**src/rtl/test_sequencer_seq_counter.sv**
```systemverilog
// seq_counter: loadable down-counter with zero flag, times the CLEAR, RUN and DRAIN phases
// Ports: clk_dut/reset clock and async reset; ld/ld_val load a new count;
// dec counts down, stopping at zero; zero is high while the count is zero.
module seq_counter #(
  parameter int W = 32
) (
  input  logic         clk_dut,
  input  logic         reset,
  input  logic         ld,
  input  logic [W-1:0] ld_val,
  input  logic         dec,
  output logic         zero
);
  logic [W-1:0] cnt;
  always_ff @(posedge clk_dut or posedge reset)
    if (reset) cnt <= '0;
    else if (ld) cnt <= ld_val;
    else if (dec && !zero) cnt <= cnt - W'(1);
  assign zero = cnt == '0;
endmodule

```
**config.mk**
```make
export PLATFORM = sky130hd
export DESIGN_NAME = seq_counter
export DESIGN_NICKNAME = d
export VERILOG_FILES = /design/src/rtl/test_sequencer_seq_counter.sv
export SDC_FILE = /design/constraint.sdc
export NUM_CORES = 1
export LEC_CHECK = 0
export CORE_UTILIZATION = 40
export DETAILED_ROUTE_END_ITERATION = 8
export GPL_TIMING_DRIVEN = 1
export PLACE_DENSITY_LB_ADDON = 0.1
export SLEW_MARGIN = 25
export SYNTH_ARGS = -nofsm -noshare
export SYNTH_HDL_FRONTEND = slang
export SYNTH_SLANG_ARGS = --single-unit
```
**constraint.sdc**
```tcl
create_clock -name clk_dut -period 2.46 [get_ports clk_dut]
set_input_delay 0.246 -clock clk_dut [delete_from_list [all_inputs] [get_ports clk_dut]]
set_output_delay 0.246 -clock clk_dut [all_outputs]
set_load 0.02 [all_outputs]
```
# == Word level (Yosys, flattened, before mapping) ==
# Index checks and enable logic that the tools add are counted.
# word_totals
regBits,32
latchBits,0
ramBits,0
mem_bits_ro,0
out_inout_bits,1
elab_cells,8
memories,0
# classes
n_addsub,1
mul,0
div,0
magnitude_cmp,0
eq_ne,0
shifts,0
muxes,2
bitwise,0
n_reduce_logical,4
# ops
operator,count
two-way mux 32 bit,2
logical NOT 32 bit,1
"subtractor 32 x 1 -> 32 bit, second input constant",1
nonzero test 2 bit,1
logical AND 1 bit,1
logical NOT 1 bit,1

# == Longest topological paths before layout ==
# logic_depth
depth_word,5
mapped_depth,8
mapped_depth_nobuf,7

# == Worst setup path after synthesis ==
# No wires, ideal clock.
# synth_timing
path_type,register -> register
start,register cnt[21]
end,register cnt[6]
t_arrival_ns,2.167
path_slack_ns,0.211
path_stages_with_launch,6
n_path_buf,0
period_less_slack_ns,2.249
cell_sequence,dfrtp_1 nor4_2 nand4b_1 nor3_1 o21ai_0 a31oi_1
# synth_via
elab_chain_len,4
# synth_lines
element,line_no,source
start: declaration,14,logic [W-1:0] cnt;
start signal: assignment,17,else if (ld) cnt <= ld_val;
start signal: assignment,18,else if (dec && !zero) cnt <= cnt - W'(1);
logical NOT 32 bit,19,assign zero = cnt == '0;
named net zero,12,output logic zero
logical NOT 1 bit,18,
logical AND 1 bit,18,
nonzero test 2 bit (no source line),n/a,
# The timed path passes the listed nets, and every way through them passes these cells.
# A chain may end at the register's enable or synchronous reset.

# == Final worst setup path ==
# layout_timing
start,register cnt[8]
end,output port zero
# layout_via
elab_chain_len,1
# layout_lines
element,line_no
logical NOT 32 bit,19
end: declaration,12
# No other way between the ends.

==> flow_metrics.env <==
export IMPL_first_pass_iters=4
export IMPL_powerDensity_nw_per_um2=484
export IMPL_clock_root_buffer="clkbuf_8"
export IMPL_fp_dieW_um=75.7
export IMPL_grt_usage_pct=21.3
export IMPL_drt_iter0_drc=84
export IMPL_ir_worst_vdd_uv=252
export IMPL_yosysWarningCount=0
export IMPL_p_comb_share_pct=19.4
export IMPL_p_int_uw=978
export IMPL_nets=315
export IMPL_clk_pin_slew_ns=0.07
export IMPL_async_flop_share_pct=100
export IMPL_fp_coreArea_um2=5170
export IMPL_drive_above_1_share_pct=20.1
export IMPL_leakage_nw=1.06
export IMPL_tightest_slew_ns=0.570
export IMPL_final_min_clock_period_ns=2.26
export IMPL_post_route_period_util_pct=91.7
export IMPL_endpoint_kind="output pin"
export IMPL_cp_max_fo=7
export IMPL_chipHeight_um=75.7
export IMPL_io_pins=37
export IMPL_finish_instance_area_um2=2800
export IMPL_floorplan_initialDensity_pct=42.0
export IMPL_yosys_register_bits=32
export IMPL_hold_buffers=0
export IMPL_status="finished clean"
export IMPL_largest_reg_flops=32
export IMPL_synth_flop_cell="dfrtp_1"
export IMPL_grt_pass1_vias=1830
export IMPL_hold_ws_ns=0.347
export IMPL_vias=1946
export IMPL_fin_ws_ns=0.205
export IMPL_numPortBuffers=36
export IMPL_drc=0
export IMPL_numCtsBuffers=5
export IMPL_worst_skew_pair_late_latency_ns=0.29
export IMPL_wirelength_um=5290
export IMPL_area_growth_pct=28.9
export IMPL_crit_end="zero"
export IMPL_utilization_pct=54.2
export IMPL_dieArea_um2=5730
export IMPL_synth_fp_nets=263
export IMPL_ctsHtreeMaxLevel=2
export IMPL_synth_edff_count=0
export IMPL_syn_area_um2=2170
export IMPL_synth_avg_cell_area_um2=9.62
export IMPL_overflow=0
export IMPL_dp_slack_ns=0.0845
export IMPL_slew_headroom_pct=61.0
export IMPL_ant_nets=0
export IMPL_critPathLaunch="cnt[8]"
export IMPL_cap_violations=0
export IMPL_r2r_cells=6
export IMPL_post_dp_cell_area_um2=2710
export IMPL_placementRows=26
export IMPL_hp_class="in -> async"
export IMPL_grt_pass1_wl_um=8930
export IMPL_viasPerCell=5.59
export IMPL_power_switching_uw=377
export IMPL_maxSlewViolCount=0
export IMPL_place_congestion=0.786
export IMPL_skew_ns=0.00668
export IMPL_fmax_mhz=443
export IMPL_pwr_share_clk_pct=32.5
export IMPL_stdcell_count=348
export IMPL_crit_type="reg -> out"
export IMPL_cp_arrival_ns=2.01
export IMPL_place_inst=341
export IMPL_start_kind="flip-flop"
export IMPL_p_total_mw=1.36
export IMPL_grt_antenna_before_repair=0
export IMPL_p_seq_share_pct=48.2
export IMPL_rr_startpoint="cnt[5]"
export IMPL_syn_inst=226
export IMPL_r2r_end="cnt[25]"
export IMPL_finalSetupViolCount=0
export IMPL_cts_sinks=32
export IMPL_routedWlPerCell_um=15.2
export IMPL_worstPathRequired_ns=2.21
export IMPL_max_clock_path_buffers=2
export IMPL_ff2ff_setup_slack_ns=0.28
export IMPL_yosysUniqueCellTypes=53
export IMPL_reg_top3="cnt x32"
export IMPL_hold_violations=0
export IMPL_top_register="cnt"
export IMPL_tritoncts="yes"
export IMPL_hpwl_um=3890
export IMPL_p_sw_share_pct=27.8
export IMPL_diodes=0
export IMPL_fin_setup_tns_ns=0
export IMPL_grt_max_degree=33
export IMPL_rsz0062_at_grt="no"
export IMPL_seq_area_frac_synth_pct=36.8
worst min-delay path by stage:
stage	slack, ns	end	start	depth (start not counted)
floorplan	0.36	cnt[0]	reset	1
global placement	0.57	cnt[6]	cnt[6]	2
detailed placement	0.58	cnt[6]	cnt[6]	2
CTS	0.37	cnt[19]	reset	3
global route	0.42	cnt[20]	reset	3
finish	0.35	cnt[20]	reset	3
cells in the mapped netlist, drive strengths merged (3+ instances only):
cell type  instances  area share [%]
nand2             20             3.5
clkbuf             5            0.86
a31oi             11             3.2
o21ai             18             4.1
dfrtp             32              37
xor2               5             2.0
or2                5             1.4
or4                3             1.2
mux2               8             4.1
a211oi             3             1.0
buf                6             1.9
nor3               6             1.6
or3                6             1.7
nand3              5             1.2
nor4              11             5.4
a2111oi            5             2.6
xnor2             14             5.6
inv                4            0.69
nor2              18             3.1
nand4              5             1.7
layer usage:
metal	up-vias	GRT usage [%]	share of wire [%]
li1	969	-	-
met5	-	0	0
met3	9	4.50	3.5
met1	922	28.1	47
met2	46	34.7	48
met4	0	7.41	1.6
area by class of cell:
class / instances / area [um^2]
clock buffer: 7 / 96.3
fill: 499 / 2370
inverter: 5 / 18.8
multi-input combinational: 176 / 1270
sequential: 32 / 801
tap: 70 / 87.6
timing repair buffer: 58 / 524
cells in the final DEF (no fill, tap or decap), drive strengths merged, types with 3 or more instances in the layout:
master / n
a2111oi: 5
a211oi: 3
a31oi: 11
buf: 22
clkbuf: 7
clkdlybuf4s50: 35
dfrtp: 32
inv: 4
mux2: 8
nand2: 20
nand3: 5
nand4: 5
nor2: 18
nor3: 6
nor4: 11
o21ai: 18
or2: 5
or3: 6
or4: 3
xnor2: 14
xor2: 5
timing repair:
action,4_1_cts,5_1_grt
resized for setup,1,0
endpoints found under the hold margin,0,0
setup buffers,0,0
endpoints found under the setup margin,1,0
cells by family after synthesis:
kind of cell             after synthesis  synth area share (%)
adder cells (fa/ha/maj)                1                 0.576
buffers and inverters                 18                  4.55
XOR/XNOR                              19                  7.66
multiplexers                           9                  4.61
AO/OA/AOI/OAI                         53                  17.8
AND/OR/NAND/NOR                       94                  27.9
flip-flops                            32                  36.8
worst max-delay path, stage by stage, from the launching register on:
cell and delay [ns]:
dfrtp_1 0.47, nor4_4 0.43, nand4b_4 0.14, nor3_1 0.31, dlygate4sd2_1 0.37
power groups by stage:
| stage | Clock [mW] | Sequential (mW) | Combinational, mW |
|---|---|---|---|
| final | 0.440 | 0.653 | 0.262 |
| after global routing | 0.481 | 0.663 | 0.295 |
| after floorplan | 0 | 0.642 | 0.170 |
| after detailed placement | 0 | 0.661 | 0.265 |
| after CTS | 0.463 | 0.652 | 0.267 |
| after global placement | 0 | 0.661 | 0.258 |
No activity file was read; power rests on OpenSTA's default activity.
